<file path="src/rtl/pc_sequencer.sv">
// pc_sequencer: program counter sequencer for INC/JMP/BRANCH/vector fetch; PC_BRANCH_PAGE_PENALTY_EN adds the BR_FIX cycle on page-crossing branches
module pc_sequencer (
    input  logic        fclk,
    input  logic        reset,
    input  logic        cmd_valid,
    input  logic [2:0]  cmd,
    output logic        cmd_ready,
    input  logic [7:0]  db_in,
    output logic [15:0] pc_out,
    output logic [15:0] addr_out,
    output logic        done
);
`ifdef PC_BRANCH_PAGE_PENALTY_EN
    typedef enum logic [2:0] {IDLE, LOAD_LO, LOAD_HI, VEC_LO, VEC_HI, BR_FIX} state_t;
    logic [7:0] hi_q, hi_d;
`else
    typedef enum logic [2:0] {IDLE, LOAD_LO, LOAD_HI, VEC_LO, VEC_HI} state_t;
`endif
    state_t      state_q, state_d;
    logic [15:0] pc_q, pc_d;
    logic [15:0] vec_q, vec_d;
    logic [7:0]  lo_q, lo_d;
    logic        done_q, done_d;
    logic [15:0] target;
    assign target    = pc_q + {{8{db_in[7]}}, db_in};
    assign cmd_ready = (state_q == IDLE) && !reset;
    assign pc_out    = pc_q;
    assign done      = done_q;
    assign addr_out  = (state_q == VEC_LO) ? vec_q : (state_q == VEC_HI) ? vec_q + 16'd1 : pc_q;
    // next-state and pc update; the pc only changes on the final edge of multi-byte loads
    always_comb begin
        state_d = state_q;
        pc_d    = pc_q;
        vec_d   = vec_q;
        lo_d    = lo_q;
        done_d  = 1'b0;
`ifdef PC_BRANCH_PAGE_PENALTY_EN
        hi_d    = hi_q;
`endif
        case (state_q)
            IDLE: begin
                if (cmd_valid) begin
                    case (cmd)
                        3'd1: begin
                            pc_d   = pc_q + 16'd1;
                            done_d = 1'b1;
                        end
                        3'd2: state_d = LOAD_LO;
                        3'd3: begin
`ifdef PC_BRANCH_PAGE_PENALTY_EN
                            if (target[15:8] != pc_q[15:8]) begin
                                pc_d    = {pc_q[15:8], target[7:0]};
                                hi_d    = target[15:8];
                                state_d = BR_FIX;
                            end else begin
                                pc_d   = target;
                                done_d = 1'b1;
                            end
`else
                            pc_d   = target;
                            done_d = 1'b1;
`endif
                        end
                        3'd4: begin
                            vec_d   = 16'hFFFC;
                            state_d = VEC_LO;
                        end
                        3'd5: begin
                            vec_d   = 16'hFFFA;
                            state_d = VEC_LO;
                        end
                        3'd6: begin
                            vec_d   = 16'hFFFE;
                            state_d = VEC_LO;
                        end
                        default: ;
                    endcase
                end
            end
            LOAD_LO: begin
                lo_d    = db_in;
                state_d = LOAD_HI;
            end
            VEC_LO: begin
                lo_d    = db_in;
                state_d = VEC_HI;
            end
            LOAD_HI, VEC_HI: begin
                pc_d    = {db_in, lo_q};
                done_d  = 1'b1;
                state_d = IDLE;
            end
`ifdef PC_BRANCH_PAGE_PENALTY_EN
            BR_FIX: begin
                pc_d    = {hi_q, pc_q[7:0]};
                done_d  = 1'b1;
                state_d = IDLE;
            end
`endif
            default: state_d = IDLE;
        endcase
    end
    // state registers; reset aborts any command in flight
    always_ff @(posedge fclk) begin
        if (reset) begin
            state_q <= IDLE;
            pc_q    <= 16'h0000;
            vec_q   <= 16'h0000;
            lo_q    <= 8'h00;
            done_q  <= 1'b0;
`ifdef PC_BRANCH_PAGE_PENALTY_EN
            hi_q    <= 8'h00;
`endif
        end else begin
            state_q <= state_d;
            pc_q    <= pc_d;
            vec_q   <= vec_d;
            lo_q    <= lo_d;
            done_q  <= done_d;
`ifdef PC_BRANCH_PAGE_PENALTY_EN
            hi_q    <= hi_d;
`endif
        end
    end
endmodule

</file>
<file path="config.mk">
export PLATFORM = sky130hd
export DESIGN_NAME = pc_sequencer
export DESIGN_NICKNAME = d
export VERILOG_FILES = /design/src/rtl/pc_sequencer.sv
export SDC_FILE = /design/constraint.sdc
export NUM_CORES = 1
export LEC_CHECK = 0
export ABC_AREA = 1
export CORE_MARGIN = 5
export CORE_UTILIZATION = 40
export DETAILED_ROUTE_END_ITERATION = 10
export PLACE_DENSITY = 0.68
export RECOVER_POWER = 25
export SETUP_SLACK_MARGIN = 0.1
export SLEW_MARGIN = 20
export SYNTH_ARGS = -nofsm -noshare
export SYNTH_HDL_FRONTEND = slang
export SYNTH_SLANG_ARGS = --single-unit
</file>
<file path="constraint.sdc">
create_clock -name fclk -period 3.3 [get_ports fclk]
set_clock_uncertainty 0.05 [all_clocks]
set_input_delay 0.66 -clock fclk [delete_from_list [all_inputs] [get_ports fclk]]
set_output_delay 0.66 -clock fclk [all_outputs]
set_load 0.02 [all_outputs]
</file>
== Yosys cells after proc, flatten, opt, wreduce, memory -nomap -nowiden ==
Index checks and enable logic that the tools add are counted.
Widths: inputs -> output; s select.
Word-level totals
  register bits after elaboration: 44
  input port bits: 14
  output and inout bits: 34
  word-level logic and storage cells: 45
Cells by class
  add/subtract/negate cells: 3
  eq/ne operators: 13
  multiplexer cells: 12
  reductions and logical operators: 12
Operator list (count)
  $pmux 16 s2: 2
  $mux 16: 3
  $pmux 16 s3: 1
  $add 16x1->16 const B: 2
  $add 16x16->16: 1
  $eq 3x2->1 const B: 4
  $eq 3x3->1 const B: 4
  $pmux 3 s3: 1
  $eq 3x1->1 const B: 2
  $pmux 3 s2: 1
  $reduce_and 3->1: 2
  $reduce_or 2->1: 3
  $logic_not 3->1: 1
  $mux 3: 1
  $ne 3x1->1 const B: 1
  $ne 3x2->1 const B: 1
  $reduce_bool 3->1: 1
  $reduce_or 3->1: 1
  $mux 1: 2
  $ne 2x2->1 const B: 1
  $pmux 1 s2: 1
  $reduce_and 2->1: 1
  $reduce_bool 2->1: 1
  $logic_and 1x1->1: 1
  $logic_not 1->1: 1

== Depth between registers and ports, before layout ==
  depth after elaboration: 5
  gate-level depth with buffers: 17
  mapped depth without buffers: 16

== Least setup slack after synthesis ==
Ideal clock, no wire load.
  kind: input-to-reg
  start point: input cmd[0]
  end point: register pc_q[10], in the netlist pc_out[10]
  library setup time: 70 ps
  data arrival time: 2313 ps
  required time: 3180 ps
  path slack: 867 ps
  stages: 14
  path buffers: 1
  cells stage by stage: nand2_2 > nor2_2 > buf_6 > nand2_1 > ha_1 > fa_1 > nand2_1 > nand3_1 > nand3_2 > nor2_2 > nor2_1 > xnor2_1 > nand2_1 > a21oi_1
On the way
  longest elaborated chain between the ends: 4
  elaborated cells on any way between the ends: 7
  those cells by class: eq/ne (3); mux (3); reduce/logical (1)
Ends and longest elaborated chain
  start: declaration: RTL line 6  | input logic [2:0] cmd,
  $eq 3x2->1 or $eq 3x1->1 (tied branches): RTL line 43  | case (cmd)
  $pmux 16 s2: RTL line 43
  $mux 16: RTL line 42  | if (cmd_valid) begin
  $pmux 16 s2: RTL line 40  | case (state_q)
  end signal: assignment: RTL line 116  | pc_q <= pc_d;
  end: declaration: RTL line 20  | logic [15:0] pc_q, pc_d;
Several ways; a longest one is shown, not always the timed one. The select of a mux whose other input is x is not followed.
A chain may end at the register's enable or synchronous reset.

== Final worst setup path ==
  start point: register state_q[0]
  end point: output addr_out[3]
On the way
  longest elaborated chain between the ends: 3
  elaborated cells on any way between the ends: 4
  those cells by class: eq/ne (2); mux (2)
Ends and longest elaborated chain
  start: declaration: RTL line 19  | state_t state_q, state_d;
  start signal: assignment: RTL line 115  | state_q <= state_d;
  $eq 3x3->1: RTL line 29  | assign addr_out = (state_q == VEC_LO) ? vec_q : (state_q == VEC_HI) ? vec_q + 16'd1 : pc_q;
  $mux 16: RTL line 29
  $mux 16 *: RTL line 29
  end: declaration: RTL line 10  | output logic [15:0] addr_out,
Every way passes the cells marked *; elsewhere a longest branch is shown, timed or not.

==> summary.txt <==
status: complete, no violations
hold-fix buffer count after cts: 0
total track usage: 20.18%
Combinational Power Share: 30.0%
RSZ-0062 raised after global routing: no
DRC: 0
Reg power frac: 41.2%
total of max-cap violations: 0
fmax: 332.2 MHz
Post-DP Area: 2848 um2
Routed WL: 7.115 mm
Reg2Reg Depth: 9
DR pass1 iterations: 4
Multi-input gate area: 1408 um2
final hold vios: 0
top sig layer: met4
Synth top area share: 27.25%
die width: 85.45 um
Syn Area/Cell: 6.379 um2
largest area contributor in the netlist: dfxtp_1
power per standard cell area: 352.6 nW/um2
switching share of power: 35.05%
die area: 7302 um2
starting density of the core: 41.35%
clk root buf: clkbuf_8
max-slew violations: 0
clock slew at reported path FFs: 0.07 ns
Max Root-Sink Buffers: 2
count of final setup violators: 0
CP Max Fanout: 13
Hold Crit Depth: 2
P_sw: 362.9 uW
Layout Cell Area excl Fill: 2937 um2
fillers: 577
WL/cell: 14.73 um
yosys warns: 0
crit share post-route: 91.21%
Routed met1 length: 3.392 mm
htree depth: 2
largest net degree at the start of global routing: 23
RD Place Congestion: 0.8994
CTS tree: yes
CP Data Required Time: 2.59 ns
met2 WL: 3.185 mm
register area: 620.6 um2
Clk pwr share: 28.8%
Syn Inst Count: 357
die height: 85.45 um
Ports: 48
routed vias/inst: 5.110
worst slew pin tran: 1.130 ns
total CTS buffers: 5
Mapped Nets: 379
Core Area: 5507 um2
relative slew slack: 24.70%
ant diodes: 0
worst hold path class: reg -> reg
largest cells by area after synthesis: dfxtp_1 27%, nand2_1 15%, inv_1 8.4%
# rows: 27
Syn-to-layout area delta: 28.96%
worst r2r src: state_q[2]
layout cell share with drive strength beyond 1: 9.002%
via count: 2468
Setup TNS: 0 ns
VDD IR-drop max: 0.2218 mV
Detail Route Antenna Nets: 0
sequential cell area fraction in the yosys report: 27.25%
hold_sp: lo_q[7]
worst path arrival time: 2.30 ns
hold endpoint: pc_out[7]
via count of the first global-routing pass: 2399
P_leak: 0.001360 uW
global route overflow: 0
number of antenna violations at the first check in global routing: 0
r2r setup slk: 1.16 ns
first-pass GRT wire length: 11.92 mm
clk_lat worst skew: 0.28 ns
Crit. End Element: primary output
Port Buffers: 47
routed wl met3: 519 um
RR Endpoint: pc_out[15]
Final min period: 3.010 ns
Int Power: 672.4 uW
Mapped Area: 2277 um2
Crit Path Class: reg -> out
Yosys reg bits: 31
Worst setup SP type: register
DP HPWL: 5.378 mm
nets@finish: 432
Netlist cell types: 35
CTS Sinks: 31
Initial DRC Count: 145
cells in the final DEF (no fill, tap or decap), drive strengths merged:
cell,Yosys,final
a41oi,5,5
fa,1,1
a21boi,2,2
mux2,2,2
nor2,39,39
nand2,96,96
a2111oi,1,1
a221oi,1,1
o22ai,6,6
dlygate4sd3,0,6
nor4,1,1
nor3,3,3
xnor2,2,2
inv,53,53
o21ai,23,23
a31oi,9,9
clkinv,0,1
dfxtp,31,31
clkbuf,5,7
a21oi,22,22
buf,5,8
nand3,32,32
nand4,3,3
clkdlybuf4s50,0,41
xor2,7,7
a21o,1,1
clkinvlp,0,1
ha,7,7
power by group through the flow:
stage | Combinational [uW] | Clock, uW | Sequential, uW
finish | 311 | 298 | 427
global route | 341 | 320 | 431
CTS | 312 | 306 | 426
detailed placement | 310 | 0 | 435
global placement | 305 | 0 | 435
floorplan | 173 | 0 | 446
repair_timing:
action                                  in CTS  in global routing
setup buffers                                0                  0
gates resized for setup                      0                  2
endpoints found under the hold margin        0                  0
endpoints found under the setup margin       0                 12
critical path, stage by stage, from the launching register on:
cell,delay (ns)
dfxtp_1,0.31
inv_1,0.08
nor2_1,0.14
inv_1,0.07
nor2_1,0.08
inv_1,0.11
nand2_1,0.17
nand2_2,0.22
o21ai_0,0.16
clkdlybuf4s50_1,0.67
cell families (layout without fill, tap and decap cells):
group                    count (synthesis)  in the layout  share of synthesized area [%]
AO/OA/AOI/OAI                           70             70                          18.13
XOR/XNOR                                 9              9                          3.462
adder cells (fa/ha/maj)                  8              8                          4.725
buffers and inverters                   63            117                          11.26
flip-flops                              31             31                          27.25
multiplexers                             2              2                         0.9889
AND/OR/NAND/NOR                        174            174                          34.18
worst max-delay path by stage:
stage / slack (ns) / cells after the start / startpoint / endpoint
floorplan: 0.87 / 14 / cmd[0] / pc_out[10]
global placement: 0.18 / 16 / cmd[0] / pc_out[13]
detailed placement: 0.09 / 14 / cmd[0] / pc_out[9]
CTS: 0.13 / 9 / state_q[0] / addr_out[3]
global route: 0.17 / 9 / state_q[0] / addr_out[3]
finish: 0.29 / 9 / state_q[0] / addr_out[3]
metal layers:
layer,global-route usage [%],up-vias
li1,-,1274
met1,27.77,1108
met2,32.77,84
met3,3.689,2
met4,4.317,0
met5,0,-
flip-flops by register name, indices dropped and copies added, names as in the netlist:
register and flops:
pc_out 16, state_q 3, vec_q 3, lo_q 8, done 1
through the flow:
stage / setup WS (ns) / hold slack (ns) / util [%] / power [uW] / std cells
4_1_cts: 0.1284 / 0.4394 / 53.26 / 1044 / 483
6_report: 0.2901 / 0.4347 / 53.33 / 1035 / 483
2_1_floorplan: 0.8666 / 0.3907 / - / 619.4 / 357
5_1_grt: 0.1690 / 0.4635 / 53.33 / 1092 / 483
3_5_place_dp: 0.09145 / 0.4235 / 51.72 / 745.3 / 475
3_3_place_gp: 0.1844 / 0.4073 / 51.72 / 739.8 / 475
cell type report:
class	instances	share of cell area [%]
Clock inverter	2	0.4261
Clock buffer	6	2.471
Multi-Input combinational cell	263	47.93
Sequential cell	31	21.13
Timing Repair Buffer	56	18.19
Tap cell	72	3.068
Inverter	53	6.775
synthesized netlist by cell type:
library cell and count:
a41oi_1 5, nor2_2 3, a21boi_0 2, inv_2 2, ha_1 7, nand2_2 5
buf_2 1, a2111oi_0 1, xnor2_1 2, inv_1 51, o22ai_1 6, xor2_1 7
clkbuf_4 1, nor2_4 1, nand2_4 1, mux2_2 2, buf_1 2, nand4_2 1
a21oi_1 21, a221oi_2 1, nor3_1 3, a31oi_1 9, nand3_1 29, nand4_1 2
nor2_1 35, buf_6 2, a21o_1 1, nor4_4 1, o21ai_0 23, nand3_2 3
fa_1 1, nand2_1 90, a21oi_2 1, dfxtp_1 31, clkbuf_1 4
Power figures use the tool's default switching activity.
